--- src/rtl/serial_pkg.sv ---
// ============================================================================
// Module : serial_pkg
// Brief  : Types and helpers shared by the serial transmitter and receiver.
// Rev    : 1.0  initial release
// ============================================================================
`default_nettype none

package serial_pkg;

    typedef enum logic [1:0] {
        IDLE  = 2'b00,
        START = 2'b01,
        DATA  = 2'b10,
        STOP  = 2'b11
    } tx_state_t;

    function automatic logic start_bit_level(input logic idle_level);
        return ~idle_level;
    endfunction

    function automatic logic stop_bit_level(input logic idle_level);
        return idle_level;
    endfunction

    // Enough bits to hold the value DATA_WIDTH itself.
    function automatic int cnt_width(input int data_width);
        return $clog2(data_width + 1);
    endfunction

endpackage

`default_nettype wire

--- src/rtl/dff.sv ---
// ============================================================================
// Module : dff
// Brief  : Plain register with asynchronous active-low clear to RESET_VALUE.
// Rev    : 1.0  initial release
// ============================================================================
`default_nettype none

module dff #(
    parameter int               WIDTH       = 1,
    parameter logic [WIDTH-1:0] RESET_VALUE = '0
) (
    input  logic             clk,
    input  logic             clear_n,
    input  logic [WIDTH-1:0] i_d,
    output logic [WIDTH-1:0] o_q
);

    always_ff @(posedge clk or negedge clear_n) begin
        if (!clear_n) begin
            o_q <= RESET_VALUE;
        end else begin
            o_q <= i_d;
        end
    end

endmodule

`default_nettype wire

--- src/rtl/tx_bit_counter.sv ---
// ============================================================================
// Module : tx_bit_counter
// Brief  : Data-bit counter: clear, increment on enable, terminal flag.
// Rev    : 1.0  initial release
// ============================================================================
`default_nettype none

module tx_bit_counter
    import serial_pkg::*;
#(
    parameter int DATA_WIDTH = 8
) (
    input  logic clk,
    input  logic clear_n,
    input  logic i_clr,
    input  logic i_inc,
    output logic o_terminal
);

    localparam int                 c_cnt_w = cnt_width(DATA_WIDTH);
    localparam logic [c_cnt_w-1:0] c_term  = c_cnt_w'(DATA_WIDTH);

    logic [c_cnt_w-1:0] r_count;
    logic [c_cnt_w-1:0] w_count_d;

    // Saturates at the terminal value so the count can never wrap.
    always_comb begin
        w_count_d = r_count;
        if (i_clr) begin
            w_count_d = '0;
        end else if (i_inc && !o_terminal) begin
            w_count_d = r_count + c_cnt_w'(1);
        end
    end

    assign o_terminal = (r_count == c_term);

    dff #(
        .WIDTH       (c_cnt_w),
        .RESET_VALUE ('0)
    ) u_count (
        .clk     (clk),
        .clear_n (clear_n),
        .i_d     (w_count_d),
        .o_q     (r_count)
    );

endmodule

`default_nettype wire

--- src/rtl/serial_tx.sv ---
// ============================================================================
// Module : serial_tx
// Brief  : Beat-paced serial frame transmitter (start, data LSB first, stop).
// Rev    : 1.0  initial release
// ============================================================================
`default_nettype none

module serial_tx
    import serial_pkg::*;
#(
    parameter int   DATA_WIDTH = 8,
    parameter logic IDLE_LEVEL = 1'b1
) (
    input  logic                  clk,
    input  logic                  clear_n,
    input  logic                  shift_en,
    input  logic [DATA_WIDTH-1:0] in,
    input  logic                  in_valid,
    output logic                  in_ready,
    output logic                  serial_out,
    output logic                  busy,
    output logic                  done
);

    localparam logic c_start_level = start_bit_level(IDLE_LEVEL);
    localparam logic c_stop_level  = stop_bit_level(IDLE_LEVEL);

    logic [1:0]            r_state_bits;
    tx_state_t             w_state;
    tx_state_t             w_state_d;
    logic [DATA_WIDTH-1:0] r_shreg;
    logic [DATA_WIDTH-1:0] w_shreg_d;
    logic                  r_line;
    logic                  w_line_d;
    logic                  r_done;
    logic                  w_done_d;
    logic                  w_cnt_clr;
    logic                  w_cnt_inc;
    logic                  w_cnt_term;
    logic                  w_accept;

    assign w_state  = tx_state_t'(r_state_bits);
    assign in_ready = (w_state == IDLE) | ((w_state == STOP) & shift_en);
    assign w_accept = in_valid & in_ready;

    always_comb begin
        w_state_d = w_state;
        w_shreg_d = r_shreg;
        w_line_d  = r_line;
        w_cnt_clr = 1'b0;
        w_cnt_inc = 1'b0;
        w_done_d  = 1'b0;
        case (w_state)
            IDLE: begin
                w_line_d = IDLE_LEVEL;
                if (w_accept) begin
                    w_shreg_d = in;
                    w_cnt_clr = 1'b1;
                    w_state_d = START;
                    w_line_d  = c_start_level;
                end
            end
            START: begin
                if (shift_en) begin
                    w_line_d  = r_shreg[0];
                    w_shreg_d = r_shreg >> 1;
                    w_cnt_inc = 1'b1;
                    w_state_d = DATA;
                end
            end
            DATA: begin
                if (shift_en) begin
                    if (!w_cnt_term) begin
                        w_line_d  = r_shreg[0];
                        w_shreg_d = r_shreg >> 1;
                        w_cnt_inc = 1'b1;
                    end else begin
                        w_line_d  = c_stop_level;
                        w_state_d = STOP;
                    end
                end
            end
            STOP: begin
                // A word accepted on the closing stop beat starts the next frame with no idle gap.
                if (shift_en) begin
                    w_done_d = 1'b1;
                    if (w_accept) begin
                        w_shreg_d = in;
                        w_cnt_clr = 1'b1;
                        w_state_d = START;
                        w_line_d  = c_start_level;
                    end else begin
                        w_state_d = IDLE;
                        w_line_d  = IDLE_LEVEL;
                    end
                end
            end
            default: begin
                w_state_d = IDLE;
            end
        endcase
    end

    dff #(.WIDTH(2), .RESET_VALUE(IDLE)) u_state (
        .clk (clk), .clear_n (clear_n), .i_d (w_state_d), .o_q (r_state_bits)
    );

    dff #(.WIDTH(DATA_WIDTH), .RESET_VALUE('0)) u_shreg (
        .clk (clk), .clear_n (clear_n), .i_d (w_shreg_d), .o_q (r_shreg)
    );

    dff #(.WIDTH(1), .RESET_VALUE(IDLE_LEVEL)) u_line (
        .clk (clk), .clear_n (clear_n), .i_d (w_line_d), .o_q (r_line)
    );

    dff #(.WIDTH(1), .RESET_VALUE(1'b0)) u_done (
        .clk (clk), .clear_n (clear_n), .i_d (w_done_d), .o_q (r_done)
    );

    tx_bit_counter #(.DATA_WIDTH(DATA_WIDTH)) u_bit_counter (
        .clk        (clk),
        .clear_n    (clear_n),
        .i_clr      (w_cnt_clr),
        .i_inc      (w_cnt_inc),
        .o_terminal (w_cnt_term)
    );

    assign serial_out = r_line;
    assign done       = r_done;
    assign busy       = (w_state != IDLE);

endmodule

`default_nettype wire
--- config.mk ---
export PLATFORM = sky130hd
export DESIGN_NAME = serial_tx
export DESIGN_NICKNAME = d
export VERILOG_FILES = /design/src/rtl/serial_pkg.sv /design/src/rtl/dff.sv /design/src/rtl/tx_bit_counter.sv /design/src/rtl/serial_tx.sv
export SDC_FILE = /design/constraint.sdc
export NUM_CORES = 1
export LEC_CHECK = 0
export CORE_MARGIN = 3
export CORE_UTILIZATION = 50
export DETAILED_ROUTE_END_ITERATION = 7
export PLACE_DENSITY = 0.75
export SYNTH_ARGS = -nofsm -noshare
export SYNTH_HDL_FRONTEND = slang
export SYNTH_SLANG_ARGS = --single-unit
--- constraint.sdc ---
create_clock -name clk -period 2 [get_ports clk]
set_input_delay 0.6 -clock clk [delete_from_list [all_inputs] [get_ports clk]]
set_output_delay 0.6 -clock clk [all_outputs]
set_load 0.03 [all_outputs]
Yosys cells after proc, flatten, opt, wreduce, memory -nomap -nowiden --
Cells that the tools add are included.
Word-level totals: register bits 16, input bits 12, output and inout bits 4, logic and storage cells 56
Operators by class: add/subtract/negate cells 1, eq/ne operators 10, mux-type cells 29, bitwise gates (word level) 3, reduce and logical (&&, ||, !) cells 8
Operators with widths (count):
- 8-bit 2-to-1 mux | 5
- 8-bit case mux with 4 select lines | 1
- 1-bit 2-to-1 mux | 12
- 2-bit 2-to-1 mux | 5
- 2-bit inequality test (second input constant) | 5
- 4-bit 2-to-1 mux | 2
- 2-bit case mux with 4 select lines | 1
- 5-bit AND reduction | 1
- 4-bit by 1-bit adder with 4-bit output (second input constant) | 1
- 2-bit equality test (second input constant) | 2
- 4-bit equality test (second input constant) | 1
- 1-bit case mux with 2 select lines | 2
- 1-bit case mux with 4 select lines | 1
- 4-bit AND reduction | 1
- 2-bit nonzero test | 2
- 3-bit AND reduction | 1
- 1-bit bitwise AND | 2
- 2-bit by 1-bit equality test with 1-bit output (second input constant) | 1
- 2-bit zero test | 1
- 2-bit by 1-bit inequality test with 1-bit output (second input constant) | 1
- 1-bit logical AND | 1
- 1-bit zero test | 1
- 1-bit OR | 1

Depth between registers and ports, before layout --
word-level depth 8, depth in mapped cells 7, mapped depth without buffers 6

Modules after synthesis --
From an unflattened synthesis, not the netlist that was laid out.
Unflattened totals: cells, all modules 96, area, all modules 985.9 sq um
By module, submodules not included:
- serial_tx | instances 1, cells each 61, area an instance 449.2 sq um, seq. area each 0.0 sq um
- dff (u_shreg) | instances 1, cells each 8, area an instance 200.2 sq um, seq. area each 200.2 sq um
- tx_bit_counter | instances 1, cells each 19, area an instance 135.1 sq um, seq. area each 0.0 sq um
- dff (u_bit_counter.u_count) | instances 1, cells each 4, area an instance 100.1 sq um, seq. area each 100.1 sq um
- dff (u_state) | instances 1, cells each 2, area an instance 50.0 sq um, seq. area each 50.0 sq um
- dff (u_line) | instances 1, cells each 1, area an instance 26.3 sq um, seq. area each 26.3 sq um
- dff (u_done) | instances 1, cells each 1, area an instance 25.0 sq um, seq. area each 25.0 sq um

Least setup slack after synthesis --
OpenSTA, ideal clock, no wires.
path kind register to register, from register u_state.o_q[0], to register u_state.o_q[0], setup time 0.124 ns, arrival 1.657 ns, data required time 1.876 ns, path slack 0.219 ns, cell stages (with the launch flop) 7, path buffers 0, clock period less this slack 1.781 ns, path through dfrtp_1 inv_1 ha_1 or3_1 a222oi_1 and4b_1 a21oi_1
On the way: cells in the longest elaborated chain, start to end 7, elaborated cells on any way between the ends 16, classes of those cells 8 x eq/ne; 3 x mux; 3 x bitwise; 2 x reduce/logical
RTL lines:
- start, declared | RTL line dff.sv:15 | output logic [WIDTH-1:0] o_q
- start signal, assigned | RTL line dff.sv:22 | o_q <= i_d;
- 2-bit equality test | RTL line serial_tx.sv:43, serial_tx.sv:53
- 1-bit bitwise AND | RTL line serial_tx.sv:43 | assign in_ready = (w_state == IDLE) | ((w_state == STOP) & shift_en);
- 1-bit OR | RTL line serial_tx.sv:43
- 1-bit bitwise AND | RTL line serial_tx.sv:44 | assign w_accept = in_valid & in_ready;
- 1-bit 2-to-1 mux | RTL line serial_tx.sv:87 | if (w_accept) begin
- 2-bit 2-to-1 mux | RTL line serial_tx.sv:85 | if (shift_en) begin
- 2-bit case mux with 4 select lines | RTL line serial_tx.sv:53 | case (w_state)
Several ways; a longest one is shown, not always the timed one. The select of a mux whose other input is x is not followed. A chain may end at the register's enable or synchronous reset.

Worst setup path in the final report --
from register u_state.o_q[1], to output in_ready
On the way: cells in the longest elaborated chain, start to end 3, elaborated cells on any way between the ends 4, classes of those cells 1 x eq/ne; 2 x bitwise; 1 x reduce/logical
RTL lines:
- 2-bit equality test | RTL line serial_tx.sv:43
- 1-bit bitwise AND | RTL line serial_tx.sv:43
- 1-bit OR * | RTL line serial_tx.sv:43
- end, declared | RTL line serial_tx.sv:19 | output logic in_ready,
Mark *: on every way between the ends. The rest lies on a longest branch, timed or not.

==> metrics.txt <==
# TYPE chip_impl_metric gauge
chip_impl_info{name="outcome",value="complete, no violations"} 1
chip_impl_metric{name="avgRoutedWirePerCell",unit="µm"} 12.8
chip_impl_metric{name="syn-mean-instance-area",unit="µm²"} 10.1
chip_impl_metric{name="diodes",unit=""} 0
chip_impl_metric{name="ys_warn_count",unit=""} 0
chip_impl_metric{name="timing.critical_path.fanout_max",unit=""} 5
chip_impl_metric{name="layout.cells.non_filler",unit=""} 142
chip_impl_metric{name="residual_overflow_from_global_routing",unit=""} 0
chip_impl_info{name="crit_path_class",value="reg2out"} 1
chip_impl_metric{name="cts_made_buffers",unit=""} 3
chip_impl_metric{name="syn2layout_area_growth",unit="%"} 31.7
chip_impl_metric{name="grt_antenna_before_repair",unit=""} 0
chip_impl_metric{name="number_of_flops_mapped_to_enable_cells_by_yosys",unit=""} 0
chip_impl_metric{name="first_pass_grt_wire_length",unit="µm"} 2880
chip_impl_info{name="synth.largest_area_cell",value="sky130_fd_sc_hd__dfrtp_1"} 1
chip_impl_metric{name="syn-num-nets",unit=""} 109
chip_impl_metric{name="grt_start_max_net_pins",unit=""} 13
chip_impl_metric{name="synthCells",unit=""} 90
chip_impl_metric{name="final_antenna_net_count",unit=""} 0
chip_impl_metric{name="post-layout-total-power",unit="mW"} 2.00
chip_impl_metric{name="max-vdd-ir-drop",unit="mV"} 1.00
chip_impl_metric{name="portBuffers",unit=""} 15
chip_impl_metric{name="drcViolationCount",unit=""} 0
chip_impl_metric{name="core.rowCount",unit=""} 14
chip_impl_metric{name="post_route_cells_drive_above_1_share",unit="%"} 18.6
chip_impl_metric{name="skew_final",unit="ns"} 0.00127
chip_impl_metric{name="fin_nets",unit=""} 138
chip_impl_metric{name="die_width",unit="µm"} 48.6
chip_impl_metric{name="crit_required",unit="ns"} 1.40
chip_impl_info{name="cp-end-kind",value="primary output"} 1
chip_impl_metric{name="synth_top_cell_area_share",unit="%"} 41.3
chip_impl_metric{name="drv_slew",unit=""} 0
chip_impl_metric{name="postRouteWirelength",unit="µm"} 1820
chip_impl_metric{name="final.period_utilization",unit="%"} 98.3
chip_impl_metric{name="endpoint_arrival_time_on_the_critical_path",unit="ns"} 1.37
chip_impl_metric{name="design.die.area",unit="µm²"} 2360
chip_impl_metric{name="via_count_of_the_first_global_routing_pass",unit=""} 676
chip_impl_metric{name="die_h",unit="µm"} 48.6
chip_impl_info{name="cp_top_family",value="flip-flops"} 1
chip_impl_metric{name="numPlacedInstances",unit=""} 135
chip_impl_metric{name="routed_via_density",unit=""} 5.46
chip_impl_info{name="dominantRegCellSynth",value="sky130_fd_sc_hd__dfrtp_1"} 1
chip_impl_metric{name="dpl.hpwl",unit="µm"} 1300
chip_impl_metric{name="ys_async_sr_fraction",unit="%"} 100
chip_impl_metric{name="coreArea",unit="µm²"} 1610
chip_impl_metric{name="final-hold-violation-count",unit=""} 0
chip_impl_metric{name="power_per_cell_area",unit="nW/µm²"} 1670
chip_impl_metric{name="drv_cap",unit=""} 0
chip_impl_metric{name="grt_use_total",unit="%"} 15.6
chip_impl_info{name="critical_path.cell_chain",value="ha_1 -> a21o_1 -> buf_6"} 1
chip_impl_metric{name="tightestPinTransition",unit="ns"} 0.308
chip_impl_metric{name="tritoncts_num_sinks",unit=""} 16
chip_impl_metric{name="boundaryPins",unit=""} 16
chip_impl_metric{name="crit_buf_inv",unit=""} 1
chip_impl_info{name="cts_tree",value="built"} 1
chip_impl_metric{name="post_place_setup_slack",unit="ns"} -0.0400
chip_impl_metric{name="synth.yosys.seq_area_share",unit="%"} 44.2
chip_impl_metric{name="via_count",unit=""} 775
chip_impl_metric{name="ys_types",unit=""} 29
chip_impl_info{name="layout.cells.most_common_list",value="16 x sky130_fd_sc_hd__o21ai_0, 15 x sky130_fd_sc_hd__dfrtp_1, 12 x sky130_fd_sc_hd__buf_4, 11 x sky130_fd_sc_hd__clkdlybuf4s50_1, 7 x sky130_fd_sc_hd__mux2i_1"} 1
chip_impl_metric{name="gpl.final_weighted_congestion",unit=""} 0.784
chip_impl_metric{name="mappedNetlistArea",unit="µm²"} 908
chip_impl_metric{name="initial_utilization",unit="%"} 56.4
chip_impl_info{name="cts_root_buffer",value="sky130_fd_sc_hd__clkbuf_4"} 1
chip_impl_info{name="netlist_top_cells_area",value="sky130_fd_sc_hd__dfrtp_1 41%, sky130_fd_sc_hd__ha_1 9.6%, sky130_fd_sc_hd__o21ai_0 8.8%"} 1
chip_impl_metric{name="post-route-min-period",unit="ns"} 1.97
chip_impl_metric{name="router_iterations_before_antenna_repair",unit=""} 5
chip_impl_metric{name="p_leak",unit="nW"} 0.578
chip_impl_metric{name="fin_hold_ws",unit="ns"} 0.506
chip_impl_info{name="cp_slowest_cell",value="sky130_fd_sc_hd__dfrtp_1"} 1
chip_impl_metric{name="slew-limit-headroom",unit="%"} 79.4
chip_impl_metric{name="fmax",unit="MHz"} 509
chip_impl_metric{name="synth-seq-cells",unit=""} 16
chip_impl_metric{name="clk_lat_worst_skew",unit="ns"} 0.28
chip_impl_info{name="worstSetupStartpointType",value="flip-flop"} 1
chip_impl_info{name="final_common_cell",value="sky130_fd_sc_hd__o21ai_0"} 1
chip_impl_metric{name="drt_iter0_markers",unit=""} 25
chip_impl_metric{name="timing.critical_path.slowest_cell_delay",unit="ns"} 0.44
chip_impl_metric{name="timing.final.ws_setup",unit="ns"} 0.0338
chip_impl_info{name="timing.hold.worst.class",value="reg2reg"} 1
chip_impl_metric{name="worst_setup_hold_path_clk_slew",unit="ns"} 0.09
chip_impl_metric{name="clock_path_buffers",unit=""} 2
chip_impl_metric{name="setup_viol_count_final",unit=""} 0
chip_impl_metric{name="number_of_h_tree_branching_levels",unit=""} 1
cell type report:
class / count / area, µm²
tap: 24 / 30.0
clock buffer: 4 / 36.3
inverter: 7 / 26.3
timing repair buffer: 26 / 233
fill: 126 / 415
sequential: 16 / 402
multi-input combinational: 65 / 469
routing by layer:
metal	global-route usage, %	part of all wire [%]	wire (µm)
met5	0	0	0
met2	25.8	49	882
met3	2.45	4.8	87
met1	19.9	45	815
met4	7.11	1.7	30
per-stage QoR:
| stage | util [%] | instance area, µm² | TNS, ns |
|---|---|---|---|
| 6_report | 74.2 | 1200 | 0 |
| 3_3_place_gp | 70.0 | 1130 | -0.0312 |
| 4_1_cts | 72.8 | 1170 | 0 |
| 3_5_place_dp | 70.0 | 1130 | -0.0506 |
| 2_1_floorplan | - | 908 | 0 |
| 5_1_grt | 74.2 | 1200 | -0.271 |
worst paths after layout:
path | to | slack, ns | startpoint | depth (start not counted)
min in group asynchronous | u_state.o_q[0]$_DFFE_PN0P_ | 0.53 | clear_n | 1
worst max register to register | u_shreg.o_q[6]$_DFFE_PN0P_ | 0.06 | u_state.o_q[1]$_DFFE_PN0P_ | 7
worst min register to register | u_shreg.o_q[7]$_DFFE_PN0P_ | 0.51 | u_shreg.o_q[7]$_DFFE_PN0P_ | 1
max in group asynchronous | u_bit_counter.u_count.o_q[1]$_DFFE_PN0P_ | 1.04 | clear_n | 2
worst min-delay path | u_shreg.o_q[7]$_DFFE_PN0P_ | 0.51 | u_shreg.o_q[7]$_DFFE_PN0P_ | 1
worst max-delay path | in_ready | 0.03 | u_state.o_q[1]$_DFFE_PN0P_ | 3
what timing repair did:
action | in CTS | in global routing
gates resized for setup | 2 | 4
pin swaps | 1 | 2
buffers inserted | 1 | 2
setup endpoints to repair | 2 | 3
hold buffers | 0 | 0
state kept, by name, summed over array words and instances (netlist names):
| name | cells |
|---|---|
| u_state.o_q | 2 |
| u_bit_counter.u_count.o_q | 4 |
| u_shreg.o_q | 8 |
| u_done.o_q | 1 |
| u_line.o_q | 1 |
power by group:
part | internal (mW) | switching, mW | total, mW
Clock | 0.111 | 0.0986 | 0.209
Sequential | 0.479 | 0.0918 | 0.570
Combinational | 0.581 | 0.642 | 1.22
cells by family after synthesis:
kind of cell	after synthesis	synth area share [%]
xor gates and xnor gates	2	1.93
and+or+nand+nor	19	12.5
muxes	7	7.71
DFF	16	44.2
AOI/OAI and AO/OA	30	19.3
adders and majority gates	7	9.64
buffers and inverters	9	4.68
Yosys cell counts, types with 2 or more instances:
| cell | n |
|---|---|
| sky130_fd_sc_hd__and2_1 | 2 |
| sky130_fd_sc_hd__a21oi_1 | 5 |
| sky130_fd_sc_hd__nand4b_1 | 2 |
| sky130_fd_sc_hd__o21ai_1 | 2 |
| sky130_fd_sc_hd__a21o_1 | 2 |
| sky130_fd_sc_hd__o21ai_0 | 16 |
| sky130_fd_sc_hd__dfrtp_1 | 15 |
| sky130_fd_sc_hd__ha_1 | 7 |
| sky130_fd_sc_hd__nand2_1 | 4 |
| sky130_fd_sc_hd__nor2_1 | 4 |
| sky130_fd_sc_hd__mux2i_1 | 7 |
| sky130_fd_sc_hd__inv_1 | 7 |
Note: power is estimated with default switching activity, not from simulation.
